### src/rtl/pipeline_opcode_tracker.sv
`default_nettype none
// ============================================================================
//  Module   : pipeline_opcode_tracker
//  Purpose  : Producer side of the per-stage opcode interface for the control
//             decoder. Carries opcode / funct / register fields through the
//             ID, EX, MEM and WB stage registers. Inserts a bubble on a
//             load-use hazard, squashes the instruction entering ID on a
//             redirect, and drains the pipe when a HALT reaches ID.
//  Ports    : clk, rst              - clock, async active-high reset
//             Instr                 - instruction from fetch (every cycle)
//             Redirect              - squash the instruction entering ID
//             OpcodeID/EX/MEM/WB    - opcode held in each stage
//             FunctionCode          - funct field of the WB instruction
//             Op1ID, Op2ID          - register fields in ID
//             Op1EX, Op1WB          - destination field in EX / WB
//             PCWrite, IFIDWrite    - fetch-side write enables (comb)
//             Stall                 - load-use bubble this cycle (comb)
//             Halted                - HALT retired, sticky until reset
//  Revision : 1.0  initial release
// ============================================================================
module pipeline_opcode_tracker #(
    parameter int         INSTR_W = 16,
    parameter logic [3:0] NOP_OP  = 4'b0000,
    parameter logic [3:0] HALT_OP = 4'b1111,
    parameter logic [3:0] LOAD_OP = 4'b0110,
    parameter logic [3:0] LBU_OP  = 4'b0100
) (
    input  logic               clk,
    input  logic               rst,
    input  logic [INSTR_W-1:0] Instr,
    input  logic               Redirect,
    output logic [3:0]         OpcodeID,
    output logic [3:0]         OpcodeEX,
    output logic [3:0]         OpcodeMEM,
    output logic [3:0]         OpcodeWB,
    output logic [3:0]         FunctionCode,
    output logic [3:0]         Op1ID,
    output logic [3:0]         Op2ID,
    output logic [3:0]         Op1EX,
    output logic [3:0]         Op1WB,
    output logic               PCWrite,
    output logic               IFIDWrite,
    output logic               Stall,
    output logic               Halted
);

    // FSM encoding
    localparam logic [1:0] S_RUN    = 2'd0;
    localparam logic [1:0] S_DRAIN  = 2'd1;
    localparam logic [1:0] S_HALTED = 2'd2;

    // ID register source select
    localparam logic [1:0] ID_NOP   = 2'd0;
    localparam logic [1:0] ID_LOAD  = 2'd1;
    localparam logic [1:0] ID_HOLD  = 2'd2;

    // Number of DRAIN cycles between the halt entering EX and reaching WB
    localparam logic [1:0] C_HALT_IN_WB = 2'd2;

    // ------------------------------------------------------------------------
    // Stage registers
    // ------------------------------------------------------------------------
    // ID keeps all four fields: {opcode, op1, op2, funct}
    logic [15:0] r_id;
    logic [3:0]  r_ex_op,  r_ex_op1,  r_ex_fn;
    logic [3:0]  r_mem_op, r_mem_op1, r_mem_fn;
    logic [3:0]  r_wb_op,  r_wb_op1,  r_wb_fn;

    logic [1:0]  r_state;
    logic [1:0]  w_next_state;
    logic [1:0]  r_drain_cnt;
    logic        r_halted;

    // Control from the output process
    logic        w_stall;
    logic        w_pcwrite;
    logic        w_ifidwrite;
    logic [1:0]  w_id_sel;
    logic        w_ex_bubble;
    logic        w_clear_all;
    logic        w_cnt_inc;

    // Decoded fields
    logic [15:0] w_fetch;
    logic [3:0]  w_id_op, w_id_op1, w_id_op2;
    logic        w_load_use;
    logic        w_halt_in_id;
    logic        w_halt_retire;

    // Only the four architected fields are kept; for wider instructions the
    // funct nibble stays at the bottom and the rest is taken from the top.
    assign w_fetch  = {Instr[INSTR_W-1 -: 12], Instr[3:0]};

    assign w_id_op  = r_id[15:12];
    assign w_id_op1 = r_id[11:8];
    assign w_id_op2 = r_id[7:4];

    // Raw hazard condition; only acted on in RUN. Register 0 is not special.
    assign w_load_use = ((r_ex_op == LOAD_OP) || (r_ex_op == LBU_OP)) &&
                        ((r_ex_op1 == w_id_op1) || (r_ex_op1 == w_id_op2));

    assign w_halt_in_id  = (w_id_op == HALT_OP);
    assign w_halt_retire = (r_wb_op == HALT_OP) && (r_drain_cnt == C_HALT_IN_WB);

    // ------------------------------------------------------------------------
    // FSM: state register
    // ------------------------------------------------------------------------
    always_ff @(posedge clk or posedge rst) begin
        if (rst) begin
            r_state <= S_RUN;
        end else begin
            r_state <= w_next_state;
        end
    end

    // ------------------------------------------------------------------------
    // FSM: next-state logic
    // ------------------------------------------------------------------------
    always_comb begin
        w_next_state = r_state;
        case (r_state)
            S_RUN: begin
                // A stalled HALT waits in ID until the bubble clears
                if (w_halt_in_id && !w_load_use) begin
                    w_next_state = S_DRAIN;
                end
            end
            S_DRAIN: begin
                if (w_halt_retire) begin
                    w_next_state = S_HALTED;
                end
            end
            S_HALTED: begin
                w_next_state = S_HALTED;
            end
            default: begin
                w_next_state = S_RUN;
            end
        endcase
    end

    // ------------------------------------------------------------------------
    // FSM: output / datapath control
    // ------------------------------------------------------------------------
    always_comb begin
        w_stall     = 1'b0;
        w_pcwrite   = 1'b0;
        w_ifidwrite = 1'b0;
        w_id_sel    = ID_NOP;
        w_ex_bubble = 1'b0;
        w_clear_all = 1'b0;
        w_cnt_inc   = 1'b0;
        case (r_state)
            S_RUN: begin
                if (w_load_use) begin
                    // Stall wins over Redirect: ID holds, EX takes a bubble
                    w_stall     = 1'b1;
                    w_id_sel    = ID_HOLD;
                    w_ex_bubble = 1'b1;
                end else if (w_halt_in_id) begin
                    // Halt moves on to EX, nothing new is fetched behind it
                    w_id_sel    = ID_NOP;
                end else begin
                    w_pcwrite   = 1'b1;
                    w_ifidwrite = 1'b1;
                    w_id_sel    = Redirect ? ID_NOP : ID_LOAD;
                end
            end
            S_DRAIN: begin
                w_id_sel  = ID_NOP;
                w_cnt_inc = 1'b1;
            end
            S_HALTED: begin
                w_clear_all = 1'b1;
            end
            default: begin
                w_clear_all = 1'b1;
            end
        endcase
    end

    // ------------------------------------------------------------------------
    // Stage registers
    // ------------------------------------------------------------------------
    always_ff @(posedge clk or posedge rst) begin
        if (rst) begin
            r_id      <= {NOP_OP, 12'h000};
            r_ex_op   <= NOP_OP;
            r_ex_op1  <= 4'h0;
            r_ex_fn   <= 4'h0;
            r_mem_op  <= NOP_OP;
            r_mem_op1 <= 4'h0;
            r_mem_fn  <= 4'h0;
            r_wb_op   <= NOP_OP;
            r_wb_op1  <= 4'h0;
            r_wb_fn   <= 4'h0;
        end else if (w_clear_all) begin
            r_id      <= {NOP_OP, 12'h000};
            r_ex_op   <= NOP_OP;
            r_ex_op1  <= 4'h0;
            r_ex_fn   <= 4'h0;
            r_mem_op  <= NOP_OP;
            r_mem_op1 <= 4'h0;
            r_mem_fn  <= 4'h0;
            r_wb_op   <= NOP_OP;
            r_wb_op1  <= 4'h0;
            r_wb_fn   <= 4'h0;
        end else begin
            case (w_id_sel)
                ID_LOAD: r_id <= w_fetch;
                ID_HOLD: r_id <= r_id;
                default: r_id <= {NOP_OP, 12'h000};
            endcase

            if (w_ex_bubble) begin
                r_ex_op  <= NOP_OP;
                r_ex_op1 <= 4'h0;
                r_ex_fn  <= 4'h0;
            end else begin
                r_ex_op  <= w_id_op;
                r_ex_op1 <= w_id_op1;
                r_ex_fn  <= r_id[3:0];
            end

            r_mem_op  <= r_ex_op;
            r_mem_op1 <= r_ex_op1;
            r_mem_fn  <= r_ex_fn;

            r_wb_op   <= r_mem_op;
            r_wb_op1  <= r_mem_op1;
            r_wb_fn   <= r_mem_fn;
        end
    end

    // ------------------------------------------------------------------------
    // Halt progress counter and sticky halted flag
    // ------------------------------------------------------------------------
    always_ff @(posedge clk or posedge rst) begin
        if (rst) begin
            r_drain_cnt <= 2'd0;
        end else if (!w_cnt_inc) begin
            r_drain_cnt <= 2'd0;
        end else if (r_drain_cnt != 2'd3) begin
            r_drain_cnt <= r_drain_cnt + 2'd1;
        end
    end

    always_ff @(posedge clk or posedge rst) begin
        if (rst) begin
            r_halted <= 1'b0;
        end else if ((r_state == S_DRAIN) && w_halt_retire) begin
            r_halted <= 1'b1;
        end
    end

    // ------------------------------------------------------------------------
    // Outputs
    // ------------------------------------------------------------------------
    assign OpcodeID     = w_id_op;
    assign Op1ID        = w_id_op1;
    assign Op2ID        = w_id_op2;
    assign OpcodeEX     = r_ex_op;
    assign Op1EX        = r_ex_op1;
    assign OpcodeMEM    = r_mem_op;
    assign OpcodeWB     = r_wb_op;
    assign Op1WB        = r_wb_op1;
    assign FunctionCode = r_wb_fn;
    assign PCWrite      = w_pcwrite;
    assign IFIDWrite    = w_ifidwrite;
    assign Stall        = w_stall;
    assign Halted       = r_halted;

endmodule
`default_nettype wire

### config.mk
export PLATFORM = sky130hd
export DESIGN_NAME = pipeline_opcode_tracker
export DESIGN_NICKNAME = d
export VERILOG_FILES = /design/src/rtl/pipeline_opcode_tracker.sv
export SDC_FILE = /design/constraint.sdc
export NUM_CORES = 1
export LEC_CHECK = 0
export ABC_AREA = 0
export CAP_MARGIN = 0
export CORE_ASPECT_RATIO = 2
export CORE_MARGIN = 2
export CORE_UTILIZATION = 40
export DETAILED_ROUTE_END_ITERATION = 8
export GPL_TIMING_DRIVEN = 0
export PLACE_DENSITY_LB_ADDON = 0.15
export SYNTH_ARGS = -nofsm -noshare
export SYNTH_HDL_FRONTEND = slang
export SYNTH_SLANG_ARGS = --single-unit
### constraint.sdc
create_clock -name clk -period 5.94 [get_ports clk]
set_clock_uncertainty 0.2 [all_clocks]
set_input_delay 0.594 -clock clk [delete_from_list [all_inputs] [get_ports clk]]
set_output_delay 0.594 -clock clk [all_outputs]
set_load 0.02 [all_outputs]
## Yosys cells after proc, flatten, opt, wreduce, memory -nomap -nowiden

Cells that the tools add are included.

- Output and inout port bits: 40
- Bits in registers: 57
- Bits of input ports: 19
- Word-level logic and storage cells: 69

- Reductions and logical operators: 10
- Mux-type cells: 29
- Eq/ne operators: 16
- Add/subtract/negate cells: 1

Operators by type and width:

| kind | count |
|---|---|
| 4-bit two-way mux | 12 |
| 16-bit case mux with 2 select lines | 1 |
| 16-bit two-way mux | 1 |
| 2-bit two-way mux | 6 |
| 4-bit by 3-bit equality test with 1-bit output, second input constant | 2 |
| 4-bit equality test | 2 |
| 4-bit equality test, second input constant | 2 |
| 1-bit two-way mux | 8 |
| 2-bit != test, second input constant | 4 |
| 2-bit equality test, second input constant | 3 |
| 2-bit case mux with 3 select lines | 1 |
| 2-bit by 1-bit equality test with 1-bit output, second input constant | 2 |
| 1-bit logical AND | 4 |
| 2-bit by 1-bit adder with 2-bit output, second input constant | 1 |
| 2-bit logical NOT | 1 |
| 1-bit logical OR | 2 |
| 2-bit by 1-bit != test with 1-bit output, second input constant | 1 |
| 2-bit AND reduction | 1 |
| 2-bit OR reduction | 1 |
| 1-bit logical NOT | 1 |

## Longest topological paths before layout

- Depth after elaboration: 8
- Depth in mapped cells: 9
- Mapped depth without buffers: 6

## Least setup slack after synthesis

OpenSTA, ideal clock, no wires.

- Kind: flip-flop to output port
- Start: register r_state[1]
- End: output port PCWrite
- Stages on the path, launching flop included: 10
- Path buffers: 4
- Setup slack: 3108 ps
- Data required time: 5146 ps
- Arrival: 2038 ps
- Cell sequence: dfrtp_1 > buf_1 > inv_1 > ha_1 > inv_1 > a41oi_1 > clkbuf_1 > buf_2 > and2_1 > buf_4

- Cells in the longest elaborated chain, start to end: 2

RTL lines:

| item | RTL line | RTL |
|---|---|---|
| start, declared | 69 | `logic [1:0] r_state;` |
| start signal, assigned | 112 | `r_state <= w_next_state;` |
| 2-bit logical NOT | - |  |
| 1-bit two-way mux | - |  |
| end, declared | 41 | `output logic PCWrite,` |

No other way between the ends.

## Worst setup path after layout

- Start: register r_state[1]
- End: output port PCWrite

- Cells in the longest elaborated chain, start to end: 2

RTL lines:

| item | RTL line | RTL |
|---|---|---|
| 2-bit logical NOT | 153 | `case (r_state)` |
| 1-bit two-way mux | 153 |  |

No other way between the ends.

==> results.md <==
* Final critical-path required period at 4.039 ns
* Max-capacitance violation count at 0
* Vias in the first global route at 1651
* Placed Cells incl. Taps at 309
* Buffer type at the clock tree root: sky130_fd_sc_hd__clkbuf_16
* Synth Warn # at 0
* Area added between synthesis and finish at 40.11%
* Chip height at 113.4 um
* Data arrival time of the worst path at 3.24 ns
* Post-synthesis cell type with the largest combined area: sky130_fd_sc_hd__dfrtp_1
* TritonCTS buffer count at 9
* Total standard cell area after synthesis at 2392 um^2
* First-pass GRT wire length at 7776 um
* DRC violations left at 5
* Total detailed-routing wirelength at 4672 um
* Largest net degree at the start of global routing at 33
* Part of the total power dissipated in the clock network at 0.318
* Cell count after synthesis at 189
* Width of the chip at 58.69 um
* Post-route core utilization at 0.5821
* Hold buffer count at cts at 0
* Static Leak at 1.562 nW
* Fraction of post-synthesis cell area in the top cell type by area at 0.5962
* Result of the run: complete, but fails checks
* CTS tree: built
* Total Routing Usage GR at 0.1593
* Netlist cell types at 28
* Share of cells above drive strength 1 at 0.1553
* Number of routed nets with antenna violations at 0
* Average cell area after synthesis at 12.66 um^2
* Post-synthesis share of cell area spent on xor and xnor gates at 0.03295
* Number of failing hold endpoints at the final stage at 0
* Number of violations reported at the end of detailed-routing iteration 0 at 35
* Sw Pwr at 0.0004756 W
* Post-synthesis compound-gate area fraction at 0.1025
* Post-synthesis share of cell area spent on and, or, nand and nor gates at 0.1757
* Routed vias at 1613
* Register area share after synthesis at 0.5962
* Critical path class: flop to primary output
* Highest attainable clock frequency at 247.6 MHz
* Post-DR wirelength/cell at 14.38 um
* # H-tree levels at 3
* Post-Synthesis Net Count at 212
* Endpoint of the worst hold-timing path: Halted
* Type of element capturing the critical path: primary output
* Maximum net fanout on the critical path at 10
* Combinational family with the most area after synthesis: simple AND/OR/NAND/NOR gates
* Starting density of the core at 0.4155
* Hold wc startpoint: Halted
* Total of buffers placed on input and output ports at 58
* Number of antenna violations at the first check in global routing at 0
* Flop2flop setup slack at 3.41 ns
* Failing checks: design-rule violations
* Number of filler cells placed in the layout at 511
* Leading register cell type out of synthesis: sky130_fd_sc_hd__dfrtp_1
* Reg clk slew, reported paths at 0.05 ns
* First-pass iteration count of the detailed router at 6
* Reg2reg path depth at 6
* Required time of the critical path at 5.15 ns
* Share of synthesized area spent on multiplexers at 0
* # Post-CTS Setup Buffers at 0
* Post-cts gate resize count at 0
* Total inserted antenna cells at 0
* Area taken by flip-flops and latches at 1426 um^2
* Most frequent cells in the layout: 58 x sky130_fd_sc_hd__clkdlybuf4s50_1, 57 x sky130_fd_sc_hd__dfrtp_1, 40 x sky130_fd_sc_hd__nor2b_1
* Register share of total power at 0.350
* Multi-input logic area at 794.5 um^2
* Power density over the cells at 437.9 nW/um^2
* Peak supply drop at 0.0002138 V
* Critical R2R Capture: OpcodeEX[1]
* Max-slew headroom at the worst pin at 0.6297
* Clock insertion delay at the later pin of the skew report at 0.32 ns
* Startpoint of the most critical register-to-register path: r_state[1]
* Adder and majority cell fraction of the synthesized area at 0.02092
* Final setup violation count at 0
* Global-route congestion overflow total at 0
* Share of the cycle needed by the critical path after routing at 0.6799
* Combinational Power Share at 0.332
* TNS Setup at 0 ns
* Min-Delay Path Depth at 1
* Power Internal at 0.0009924 W
* Fraction of power spent switching nets at 0.3240
* Placeable core region at 5758 um^2
* #FFs+latches synth at 57
* TritonCTS sink count at 57
* Fin. max-slew vios at 0
* Top Ports at 59
* Number of core rows at 39
* Async SR Flop Fraction at 1.000
* Net total in the final layout at 282
* Gp weighted congestion at 0.7344
* Die area at 6653 um^2
* Nature of the critical path startpoint: flop
* Startpoint of the worst setup timing path: r_state[1]
* Number of buffers on the longest clock path at 2
* Post-route non-filler standard cell count at 325
* Number of enable-type register cells in the synthesized netlist at 0
* Drt via density at 4.963
* Cells taking the most area after synthesis: sky130_fd_sc_hd__dfrtp_1 60%, sky130_fd_sc_hd__nor2b_1 10%, sky130_fd_sc_hd__a32o_1 6.7%
* Tightest Pin Transition at 0.5547 ns
* Min-Delay Path Class: flop to flop
* Most common library cell in the layout ignoring fill and taps: sky130_fd_sc_hd__clkdlybuf4s50_1
* Half-perimeter wire length of the detailed placement result at 3543 um
* Worst hold slack at 0.2527 ns
* Unrepaired setup endpoints after global routing: false
[worst max path at each step]
stage	to	cells after the start
3_3_place_gp	PCWrite	10
5_1_grt	PCWrite	10
6_report	PCWrite	10
4_1_cts	PCWrite	10
3_5_place_dp	PCWrite	10
2_1_floorplan	PCWrite	9
[critical path, stage by stage, from the launching register on]
cell,delay (ns)
sky130_fd_sc_hd__dfrtp_1,0.44
sky130_fd_sc_hd__buf_1,0.25
sky130_fd_sc_hd__inv_1,0.13
sky130_fd_sc_hd__ha_1,0.26
sky130_fd_sc_hd__inv_1,0.06
sky130_fd_sc_hd__a41oi_1,0.19
sky130_fd_sc_hd__clkbuf_1,0.39
sky130_fd_sc_hd__buf_2,0.32
sky130_fd_sc_hd__and2_1,0.18
sky130_fd_sc_hd__buf_4,0.11
sky130_fd_sc_hd__clkdlybuf4s50_1,0.59
[power groups by stage]
stage          sequential [W]  combinational, W  clock (W)
2_1_floorplan        0.000535          0.000290          0
3_3_place_gp         0.000522          0.000484          0
3_5_place_dp         0.000523          0.000491          0
4_1_cts              0.000517          0.000494   0.000479
5_1_grt              0.000524          0.000530   0.000501
6_report             0.000514          0.000487   0.000467
[cell families after synthesis]
family	Yosys count
AOI/OAI and AO/OA	27
DFF	57
buffers and inverters	28
and+or+nand+nor	64
xor gates and xnor gates	9
adders and majority gates	4
[through the flow]
| step | power, W | worst slack [ns] | instance area (um^2) |
|---|---|---|---|
| after CTS | 0.001490 | 1.854 | 3352 |
| after floorplan | 0.0008248 | 3.108 | 2392 |
| final | 0.001468 | 1.901 | 3352 |
| after global placement | 0.001007 | 2.222 | 3049 |
| after detailed placement | 0.001014 | 2.225 | 3069 |
| after global routing | 0.001555 | 1.625 | 3352 |
[registers in the layout, summed over array words and instances, names as in the netlist]
name          count
r_mem_fn          4
r_drain_cnt       2
OpcodeEX          4
FunctionCode      4
r_state           2
OpcodeMEM         4
r_mem_op1         4
Halted            1
r_ex_fn           4
OpcodeWB          4
Op1EX             4
Op1WB             4
r_id             16
[cell usage after synthesis (2+ instances only)]
| library cell | n |
|---|---|
| sky130_fd_sc_hd__nor3b_1 | 13 |
| sky130_fd_sc_hd__ha_1 | 4 |
| sky130_fd_sc_hd__nor4_2 | 2 |
| sky130_fd_sc_hd__xor2_1 | 8 |
| sky130_fd_sc_hd__dfrtp_1 | 57 |
| sky130_fd_sc_hd__buf_2 | 2 |
| sky130_fd_sc_hd__nor2_1 | 2 |
| sky130_fd_sc_hd__nor2b_1 | 40 |
| sky130_fd_sc_hd__inv_1 | 5 |
| sky130_fd_sc_hd__o21ai_0 | 3 |
| sky130_fd_sc_hd__and2_1 | 3 |
| sky130_fd_sc_hd__nand2_1 | 2 |
| sky130_fd_sc_hd__clkbuf_1 | 4 |
| sky130_fd_sc_hd__a32o_1 | 16 |
| sky130_fd_sc_hd__buf_4 | 15 |
[layer usage]
layer,GRT usage,part of all wire,up-vias
li1,-,-,778
met1,0.1663,0.36,773
met2,0.2787,0.57,53
met3,0.04082,0.053,9
met4,0.09091,0.021,0
met5,0,0,-
[final cells by class]
type	count	share of cell area
clock inverters	5	0.008959
flip-flops and latches	57	0.4255
inverters	5	0.005599
clock buffers	11	0.07540
well taps	61	0.02277
repair buffers	59	0.1792
plain buffers	23	0.04554
multi-input cells	104	0.2370
No activity file was read; power rests on OpenSTA's default activity.
